$ cat src/rtl/cnt_timer_pkg.sv
// Shared types and constants for the counter-based timer controller.
// State encoding, mode values and configuration reset defaults.
package cnt_timer_pkg;

  typedef enum logic {
    ST_IDLE = 1'b0,
    ST_RUN  = 1'b1
  } state_e;

  localparam logic MODE_ONESHOT  = 1'b0;
  localparam logic MODE_PERIODIC = 1'b1;

  localparam int unsigned DEF_PRESCALE = 0;
  localparam logic        DEF_MODE     = MODE_ONESHOT;

endpackage

$ cat src/rtl/cnt_timer_ctrl_prescaler.sv
// Clock divider for the timer: tick once every prescale+1 enabled cycles.
// Tick is combinational so the counter reacts in the same cycle.
module cnt_prescaler #(
  parameter int PRE_W = 8
) (
  input  logic             clk,
  input  logic             rstn,
  input  logic             clear,
  input  logic             enable,
  input  logic [PRE_W-1:0] prescale,
  output logic             tick
);

  logic [PRE_W-1:0] cnt_q;

  assign tick = enable && (cnt_q == prescale);

  // Divider count: restart on clear, wrap on tick, hold when disabled.
  always_ff @(posedge clk or negedge rstn) begin
    if (!rstn) begin
      cnt_q <= '0;
    end else if (clear) begin
      cnt_q <= '0;
    end else if (enable) begin
      cnt_q <= tick ? '0 : cnt_q + 1'b1;
    end
  end

endmodule

$ cat src/rtl/cnt_timer_ctrl.sv
// Programmable timer: prescaled up-counter with start/stop sequencing,
// one-shot/periodic modes and a sticky interrupt with overrun flag.
module cnt_timer_ctrl
  import cnt_timer_pkg::*;
#(
  parameter int CNT_W = 4,
  parameter int PRE_W = 8
) (
  input  logic             clk,
  input  logic             rstn,
  input  logic             cfg_we,
  input  logic [CNT_W-1:0] cfg_period,
  input  logic [PRE_W-1:0] cfg_prescale,
  input  logic             cfg_mode,
  input  logic             start,
  input  logic             stop,
  input  logic             irq_ack,
  output logic [CNT_W-1:0] cnt,
  output logic             cout,
  output logic             busy,
  output logic             irq,
  output logic             overrun,
  output logic             cfg_err
);

  state_e           state_q;
  logic [CNT_W-1:0] cnt_q;
  logic [CNT_W-1:0] period_q;
  logic [PRE_W-1:0] prescale_q;
  logic             mode_q;
  logic             cout_q;
  logic             irq_q;
  logic             ovr_q;
  logic             err_q;

  logic run;
  logic go;
  logic tick;
  logic term;

  assign run  = (state_q == ST_RUN);
  assign go   = !run && start && !stop;
  assign term = tick && (cnt_q == period_q);

  // Prescaler is frozen on the stop cycle so nothing is counted then.
  cnt_prescaler #(
    .PRE_W (PRE_W)
  ) u_pre (
    .clk      (clk),
    .rstn     (rstn),
    .clear    (go),
    .enable   (run && !stop),
    .prescale (prescale_q),
    .tick     (tick)
  );

  // Control FSM, counter, config registers and registered status outputs.
  always_ff @(posedge clk or negedge rstn) begin
    if (!rstn) begin
      state_q    <= ST_IDLE;
      cnt_q      <= '0;
      period_q   <= '1;
      prescale_q <= PRE_W'(DEF_PRESCALE);
      mode_q     <= DEF_MODE;
      cout_q     <= 1'b0;
      irq_q      <= 1'b0;
      ovr_q      <= 1'b0;
      err_q      <= 1'b0;
    end else begin
      cout_q <= 1'b0;
      err_q  <= 1'b0;
      if (irq_ack) begin
        irq_q <= 1'b0;
        ovr_q <= 1'b0;
      end
      unique case (state_q)
        ST_IDLE: begin
          if (cfg_we) begin
            period_q   <= cfg_period;
            prescale_q <= cfg_prescale;
            mode_q     <= cfg_mode;
          end
          if (go) begin
            state_q <= ST_RUN;
            cnt_q   <= '0;
          end
        end
        ST_RUN: begin
          if (cfg_we) begin
            err_q <= 1'b1;
          end
          if (stop) begin
            state_q <= ST_IDLE;
          end else if (term) begin
            cout_q <= 1'b1;
            irq_q  <= 1'b1;
            if (irq_q && !irq_ack) begin
              ovr_q <= 1'b1;
            end
            if (mode_q == MODE_PERIODIC) begin
              cnt_q <= '0;
            end else begin
              state_q <= ST_IDLE;
            end
          end else if (tick) begin
            cnt_q <= cnt_q + 1'b1;
          end
        end
        default: state_q <= ST_IDLE;
      endcase
    end
  end

  assign cnt     = cnt_q;
  assign cout    = cout_q;
  assign busy    = run;
  assign irq     = irq_q;
  assign overrun = ovr_q;
  assign cfg_err = err_q;

endmodule

$ cat config.mk
export PLATFORM = sky130hd
export DESIGN_NAME = cnt_timer_ctrl
export DESIGN_NICKNAME = d
export VERILOG_FILES = /design/src/rtl/cnt_timer_pkg.sv /design/src/rtl/cnt_timer_ctrl_prescaler.sv /design/src/rtl/cnt_timer_ctrl.sv
export SDC_FILE = /design/constraint.sdc
export NUM_CORES = 1
export LEC_CHECK = 0
export ABC_AREA = 1
export BUFFER_PORTS_ARGS = -buffer_cell sky130_fd_sc_hd__buf_2
export CORE_MARGIN = 1.5
export CORE_UTILIZATION = 59
export DETAILED_ROUTE_END_ITERATION = 10
export PLACE_DENSITY = 0.82
export SLEW_MARGIN = 30
export SYNTH_ARGS = -nofsm -noshare
export SYNTH_HDL_FRONTEND = slang
export SYNTH_SLANG_ARGS = --single-unit
$ cat constraint.sdc
create_clock -name clk -period 3.32 [get_ports clk]
set_input_delay 0.166 -clock clk [delete_from_list [all_inputs] [get_ports clk]]
set_output_delay 0.166 -clock clk [all_outputs]
set_load 0.05 [all_outputs]
### Yosys cells after proc, flatten, opt, wreduce, memory -nomap -nowiden

Cells that the tools add are included.

| cells by class | value |
|---|---|
| reduce and logical (&&, ||, !) cells | 12 |
| equal/unequal tests | 6 |
| $add $sub $neg | 2 |
| bitwise operators | 1 |
| muxes and demuxes | 28 |

Operator list:

| cell | count |
|---|---|
| 8-bit two-way mux | 3 |
| 4-bit two-way mux | 5 |
| 1-bit two-way mux | 18 |
| 8-bit by 1-bit adder with 8-bit output, second input constant | 1 |
| 8-bit equality test | 1 |
| 4-bit one-hot mux with 2 select lines | 1 |
| 1-bit logical AND | 6 |
| 4-bit by 1-bit adder with 4-bit output, second input constant | 1 |
| 4-bit equality test | 1 |
| 2-bit != test, second input constant | 2 |
| 4-bit AND reduction | 1 |
| 1-bit zero test | 3 |
| 3-bit by 1-bit != test with 1-bit output, second input constant | 1 |
| 3-bit != test, second input constant | 1 |
| 1-bit one-hot mux with 2 select lines | 1 |
| 2-bit AND reduction | 1 |
| 2-bit nonzero test | 1 |
| 1-bit inverter | 1 |

| word-level totals | value |
|---|---|
| logic and storage cells | 59 |
| output and inout bits | 9 |
| register bits after elaboration | 30 |
| input bits | 19 |

### Depth between registers and ports, before layout

Gate-level depths: netlist (run 1).

| depth | value |
|---|---|
| word-level depth | 7 |
| depth in mapped cells | 11 |
| mapped depth without buffers | 11 |

### By module

A second synthesis (run 1) with hierarchy kept.

| second synthesis, totals | value |
|---|---|
| cells, all modules | 198 |
| area, all modules | 1731.7 um^2 |

By module, submodules not included:

| module | area each (um^2) | times used | cells an instance | seq. area each (um^2) |
|---|---|---|---|---|
| cnt_timer_ctrl | 1106.1 | 1 | 111 | 555.5 |
| cnt_prescaler | 625.6 | 1 | 87 | 200.2 |

### Worst setup path after synthesis (run 1)

Ideal clock, no wire load.

| timing | value |
|---|---|
| kind | register to register |
| start | register state_q, in the netlist busy |
| end | register u_pre.cnt_q[7] |
| required time | 3.243 ns |
| period minus slack after synthesis | 1.686 ns |
| cell stages (with the launch flop) | 10 |
| data arrival time | 1.609 ns |
| slack | 1.634 ns |
| path through | dfrtp_1 -> buf_4 -> inv_2 -> nor2_8 -> nor2_2 -> nor2_2 -> nand3_1 -> nor2_2 -> nand3_1 -> a21oi_1 |

| on the way | value |
|---|---|
| longest elaborated chain between the ends | 5 |

RTL lines:

| item | RTL line | text |
|---|---|---|
| start: declaration | cnt_timer_ctrl.sv:26 | `state_e state_q;` |
| start signal: assignment | cnt_timer_ctrl.sv:60 | `state_q <= ST_IDLE;` |
| start signal: assignment | cnt_timer_ctrl.sv:84 | `state_q <= ST_RUN;` |
| start signal: assignment | cnt_timer_ctrl.sv:93 | `state_q <= ST_IDLE;` |
| 1-bit logical AND | cnt_timer_ctrl.sv:52 | `.enable (run && !stop),` |
| 1-bit logical AND | cnt_timer_ctrl_prescaler.sv:16 | `assign tick = enable && (cnt_q == prescale);` |
| 8-bit two-way mux | cnt_timer_ctrl_prescaler.sv:25 | `cnt_q <= tick ? '0 : cnt_q + 1'b1;` |
| 8-bit two-way mux | cnt_timer_ctrl_prescaler.sv:24 | `end else if (enable) begin` |
| 8-bit two-way mux | cnt_timer_ctrl_prescaler.sv:22 | `end else if (clear) begin` |
| end signal: assignment | cnt_timer_ctrl_prescaler.sv:25 |  |
| end: declaration | cnt_timer_ctrl_prescaler.sv:14 | `logic [PRE_W-1:0] cnt_q;` |

Several ways; a longest one is shown, not always the timed one. The select of a mux whose other input is x is not followed.
A chain may end at the register's enable or synchronous reset.

### Final worst setup path (run 1)

| timing | value |
|---|---|
| start | register state_q, in the netlist busy |
| end | register mode_q |

| on the way | value |
|---|---|
| longest elaborated chain between the ends | 2 |

RTL lines:

| item | RTL line | text |
|---|---|---|
| 1-bit inverter (no line) | n/a |  |
| 2-bit AND reduction (no line) | n/a |  |
| end signal: assignment | cnt_timer_ctrl.sv:81 | `mode_q <= cfg_mode;` |
| end: declaration | cnt_timer_ctrl.sv:30 | `logic mode_q;` |

Every way passes these cells.

==> results of run 1 <==
[state kept, by name (all words and copies together), names as in the netlist]
signal and flops:
busy 1, cfg_err 1, cnt 4, cout 1, irq 1, mode_q 1, overrun 1, period_q 4
prescale_q 8, u_pre.cnt_q 8
[cell usage after synthesis]
cell / number
o21ai_1: 3
nor2_2: 5
ha_1: 2
dfrtp_1: 26
nor3b_1: 1
nor3_1: 3
o2111ai_1: 1
nor2_1: 20
nor4_1: 2
nand3_1: 6
clkbuf_1: 1
nand4_1: 1
nor2_4: 2
dfstp_2: 4
nand2_4: 1
buf_4: 1
o21ai_0: 4
xor2_1: 4
mux2_2: 6
nand3_4: 1
inv_1: 16
nand2_2: 7
buf_2: 1
o21ai_2: 1
nand3b_1: 2
a21oi_1: 11
xnor2_1: 4
nor2_8: 1
nand2_1: 42
nand3_2: 1
inv_2: 6
[logic make-up (layout without fill, tap and decap cells)]
group           Yosys count  count (layout)  share of synthesized area
compound gates           20              20                     0.0672
xor+xnor                  8               8                     0.0438
fa+ha+maj                 2               2                     0.0156
buf+inv                  25              58                     0.0618
flops                    30              30                      0.472
mux                       6               6                     0.0422
simple gates             95              95                      0.297
[layout by cell type, fill, tap and decap left out, types with 6 or more instances in the layout]
cell type,netlist,layout
nand2_2,7,7
inv_1,16,16
a21oi_1,11,11
nand2_1,42,42
inv_2,6,6
dfrtp_1,26,26
nor2_1,20,20
nand3_1,6,6
mux2_2,6,6
buf_2,1,27
[final timing paths]
kind	startpoint	end	cells past startpoint
min	cfg_we	cfg_err	3
max reg2reg	busy	mode_q	3
min in group asynchronous	rstn	u_pre.cnt_q[2]	2
max in group asynchronous	rstn	cnt[0]	2
min reg2reg	overrun	overrun	2
max	busy	mode_q	3
[metrics by stage]
| step | power, uW | utilization | worst slack (ps) |
|---|---|---|---|
| final | 974 | 0.724 | 1610 |
| after global placement | 739 | 0.696 | 1690 |
| after CTS | 980 | 0.724 | 1610 |
| after floorplan | 684 | - | 1630 |
| after detailed placement | 752 | 0.696 | 1620 |
| after global routing | 1040 | 0.724 | 1530 |
[worst min-delay path, stage by stage]
cell and delay, ps:
buf_2 90, nand2_1 50, inv_1 40
[layer usage]
layer  part of all wire  vias up  global-route usage
li1                   -      650                   -
met1               0.45      605               0.260
met2               0.50       27               0.405
met3              0.033        7              0.0565
met4              0.016        0               0.110
met5                  0        -                   0
[cell type report]
cell class / instances / area, um^2
Clock buffer: 7 / 55.1
Clock inverter: 1 / 5.00
Inverter: 22 / 82.6
Sequential cell: 30 / 756
Multi-Input combinational cell: 131 / 746
Timing Repair Buffer: 28 / 145
Fill cell: 196 / 696
Tap cell: 30 / 37.5
[what timing repair did]
action                                 in CTS  in global routing
endpoints found under the hold margin      26                  0
resized for setup                           0                  0
hold buffers                                1                  0
[power breakdown]
group,switching (uW),total [uW],internal [uW]
sequential,57.8,484,426
combinational,161,261,99.7
clock,127,229,103
total,346,974,628
==> flow_summary.ini, run 1 <==
[clocking]
clock-sinks = 30
clk_path_buf_depth = 2
clk_latency_ps = 330
numCtsBuffers = 5
htree_levels = 2
clk_pin_slew_ps = 80
cts-root-buf = clkbuf_4
postCtsSetupBuffers = 0
cts_tree = built

[timing]
rsz0062_at_grt = no
finalMaxSlewViolations = 0
tightest_slew_ps = 695
finClkSkew_ps = 15.2
setup_violations = 0
whs_ps = 53.9
min_period_ps = 1710
slew_headroom = 0.536
final.period_utilization = 0.515
clock.fmax_mhz = 585
fin_setup_tns_ps = 0
hold_viol_final = 0

[global_route]
grt.total_usage = 0.230
grt_max_degree = 31
grt_pass1_vias = 1162
grt_pass1_wl_mm = 4.75
antenna_found_initial = 0
globalRoute.totalOverflow = 0

[pwr]
p_per_area_mw_per_mm2 = 533
vdd_drop_max_mv = 0.460
leakage_uw = 0.000916

[route]
ant_nets = 0
dr.pass1.iters = 4
vias = 1289
wl_per_cell_um = 12.0
viasPerCell = 5.18
drc = 0
drtIter0Drc = 12
wirelength_mm = 2.99

[finish]
diodes = 0
stdcell_count = 249
syn2layout_area_growth_pct = 14.2
nNetsFinal = 239
finalInstanceArea_mm2 = 0.00183
layout-drive-gt1-share = 0.315

[critical_path]
r2r_slack_ps = 1610
crit_path_start_kind = flop
cpPeakStageDelay_ps = 540
cp_slowest_cell = nand2_1
arrival_ps = 1920
end_kind = flop
path_class = reg -> reg
worstPathMaxFanout = 20
crit_buf_inv = 1
critPathRequiredTime_ps = 3530
critPathTopFamily = simple AND/OR/NAND/NOR gates
crit_chain = inv_2 > nand2_1 > mux2_2

[floorplan]
start_util = 0.634
die_h_um = 55.1
die-area_mm2 = 0.00303
core_mm2 = 0.00252
rows = 18
io_pins = 28
die_w_um = 55.1

[synth]
netlist_instances = 186
synth_nets = 207
synthDistinctLibCells = 31
yosys.area.top_type = dfrtp_1
syn_area_mm2 = 0.00160
synth_warnings = 0
ys_seq_elements = 30
yosys.area.top_type_share = 0.407
synth.area.top_cells = dfrtp_1 41%, nand2_1 9.9%, dfstp_2 6.6%
syn_area_per_cell_um2 = 8.60
ys_seq_area_frac = 0.472

[outcome]
status = finished, final reports clean

[placement]
hpwlAfterDp_mm = 2.26
dp_cells = 240
gp_congestion = 0.860
placed_area_mm2 = 0.00176
io_buffers = 27

[flow_run]
drv_cap = 0

[min_path]
hp-class = in -> reg
Power figures use the tool's default switching activity.
==> run 2, diff against run 1 <==
--- a/config.mk
+++ b/config.mk
@@ -5,12 +5,12 @@
 export SDC_FILE = /design/constraint.sdc
 export NUM_CORES = 1
 export LEC_CHECK = 0
-export ABC_AREA = 1
+export ABC_AREA = 0
 export BUFFER_PORTS_ARGS = -buffer_cell sky130_fd_sc_hd__buf_2
 export CORE_MARGIN = 1.5
-export CORE_UTILIZATION = 59
+export CORE_UTILIZATION = 48
 export DETAILED_ROUTE_END_ITERATION = 10
-export PLACE_DENSITY = 0.82
+export PLACE_DENSITY = 0.73
 export SLEW_MARGIN = 30
 export SYNTH_ARGS = -nofsm -noshare
 export SYNTH_HDL_FRONTEND = slang
==> constraint.sdc (replaced) <==
create_clock -name clk -period 1.4 [get_ports clk]
set_input_delay 0.07 -clock clk [delete_from_list [all_inputs] [get_ports clk]]
set_output_delay 0.07 -clock clk [all_outputs]
set_load 0.05 [all_outputs]
==> run 2 against run 1 <==
Against the previous run:
- the flow now finishes with violations (design-rule violations, negative setup slack)
- fmax is 11% lower
- critical path depth is 2 higher
- worst hold slack better by 36 ps
- die area is 11% higher
- utilization is 6.7 points higher
- global-route usage is 1.1 points higher
- clock skew is 4.6 ps lower
- sequential share of layout area is 7.0 points lower
- combinational power grew to 3.4 times the previous value
- via count is 2.7% lower
==> flow_summary.ini, run 2 <==
[floorplan]
rows = 19
die_h_um = 57.9
io_pins = 28
die_w_um = 57.9
core_mm2 = 0.00281
die-area_mm2 = 0.00336
start_util = 0.517

[synth]
synth_warnings = 0
synthDistinctLibCells = 33
yosys.area.top_type = dfrtp_1
synth_edf_count = 0
synth.area.top_cells = dfrtp_1 45%, mux2_2 9.3%, xnor2_1 9.1%
ys_seq_elements = 30
syn_area_per_cell_um2 = 11.4
synth-main-ff-cell = dfrtp_1
syn_area_mm2 = 0.00145
netlist_instances = 127
yosys-top-cells-count = 26 x dfrtp_1, 15 x xnor2_1, 13 x nor2_1
ys_seq_area_frac = 0.522
async_flop_share = 1.00
synth_most_common_cell = dfrtp_1
yosys.area.top_type_share = 0.449
synth_nets = 148

[critical_path]
crit_path_start_kind = flop
cpPeakStageDelay_ps = 580
worstPathMaxFanout = 3
end_kind = flop
critPathRequiredTime_ps = 1620
cp_slowest_cell = dfstp_2
arrival_ps = 2130
path_class = reg -> reg
crit_chain = xnor2_2 > and4_4 > a2111o_1 > a21oi_4 > mux2_4

[clocking]
numCtsBuffers = 5
cts_tree = built
clk_pin_slew_ps = 100
clock-sinks = 30
clk_path_buf_depth = 2
cts-root-buf = clkbuf_4
clk_latency_ps = 340
htree_levels = 2

[global_route]
grt_pass1_wl_mm = 5.85
grt_max_degree = 31
grt.total_usage = 0.242
globalRoute.totalOverflow = 0
antenna_found_initial = 0
grt_pass1_vias = 1350

[timing]
clock.fmax_mhz = 523
finalMaxSlewViolations = 0
final.period_utilization = 1.37
hold_viol_final = 0
min_period_ps = 1910
slew_headroom = 0.567
finalWorstSetupSlack_ps = -513
finClkSkew_ps = 10.7
tightest_slew_ps = 649
rsz0062_at_grt = yes
setup_violations = 16

[placement]
gp_congestion = 0.809
io_buffers = 27
placed_area_mm2 = 0.00187
dp_cells = 209
hpwlAfterDp_mm = 2.39

[pwr]
p_per_area_mw_per_mm2 = 1140
vdd_drop_max_mv = 0.899
power_uw = 2530
leakage_uw = 0.00108

[route]
dr.pass1.iters = 7
wirelength_mm = 3.70
viasPerCell = 5.25
drtIter0Drc = 33
ant_nets = 0
vias = 1254
drc = 1
wl_per_cell_um = 15.5

[finish]
stdcell_count = 239
largestRegisters = prescale_q: 8 flops, u_pre.cnt_q: 8 flops
diodes = 0
layout-drive-gt1-share = 0.500
nNetsFinal = 228
syn2layout_area_growth_pct = 53.2
final_cell_mix = 29 x buf_4, 28 x buf_2, 21 x dfrtp_1
finalInstanceArea_mm2 = 0.00222
layout_commonest_cell = buf_4

[outcome]
violations = design-rule violations, negative setup slack
status = complete, but fails checks

[flow_run]
drv_cap = 0

[min_path]
hp-class = in -> reg
run 2: changes by cell type after synthesis, sizes merged, moves of 2 or more:
| cell | change |
|---|---|
| nand2 | -40 |
| inv | -17 |
| nor2 | -15 |
| xnor2 | +11 |
| a21oi | -9 |
| mux2 | +8 |
| o21ai | -6 |
| nand3 | -5 |
| nand4 | +5 |
| buf | -2 |
| nand2b | +2 |
| nand3b | -2 |
| o21bai | +2 |
run 2: path summary, 6_finish.rpt:
check                            start              to  slack, ps  cells after the start
max in group asynchronous         rstn          cnt[2]        650                      2
min                              start  u_pre.cnt_q[0]         90                      4
max reg2reg                period_q[2]          cnt[1]       -510                      5
min in group asynchronous         rstn   prescale_q[5]        280                      2
max                        period_q[2]          cnt[1]       -510                      5
min reg2reg                    overrun         overrun        540                      2
run 2: what timing repair did:
item / CTS / global route
buffers inserted: 1 / 5
cloned: 1 / 0
hold endpoints to repair: 41 / 0
hold buffers: 16 / 0
endpoints found under the setup margin: 22 / 16
resized for setup: 7 / 7
pin swaps: 1 / 7
run 2: cell type report:
class                      count  area (um^2)
timing repair buffer          75          541
inverter                       5         18.8
fill                         166          586
tap                           31         38.8
sequential                    30          762
clock inverter                 1         5.00
multi-input combinational     90          800
clock buffer                   7         55.1
run 2: where the power goes:
group / internal, uW / switching (uW)
combinational: 445 / 442
sequential: 991 / 104
clock: 243 / 307
total: 1680 / 853
run 2: kinds of logic (layout without fill, tap and decap cells):
group | after synthesis | after routing | share of synthesized area
AND/OR/NAND/NOR | 42 | 42 | 0.142
flip-flops | 30 | 30 | 0.522
XOR/XNOR | 18 | 18 | 0.109
AO/OA/AOI/OAI | 14 | 14 | 0.0786
multiplexers | 14 | 14 | 0.114
buffers and inverters | 7 | 88 | 0.0181
adder cells (fa/ha/maj) | 2 | 2 | 0.0173
run 2: critical path: cells and delay by family (launching register included):
| family | cells | cell delay (ps) |
|---|---|---|
| and+or+nand+nor | 1 | 200 |
| AOI/OAI and AO/OA | 2 | 590 |
| xor gates and xnor gates | 1 | 90 |
| DFF | 1 | 580 |
| muxes | 1 | 320 |
run 2: metal layers:
metal / share of wire / vias up / track usage
met5: 0 / - / 0
met4: 0.015 / 0 / 0.0598
met3: 0.050 / 6 / 0.0960
met2: 0.52 / 31 / 0.424
met1: 0.42 / 616 / 0.276
li1: - / 601 / -
run 2: metrics by stage:
step | utilization | setup slack (ps) | setup TNS, ps | hold WS, ps
finish | 0.791 | -513 | -4410 | 89.6
floorplan | - | -479 | -4010 | -226
detailed placement | 0.666 | -450 | -4500 | 141
CTS | 0.765 | -466 | -4980 | 92.0
global route | 0.791 | -540 | -6040 | 99.9
global placement | 0.666 | -396 | -3930 | 133
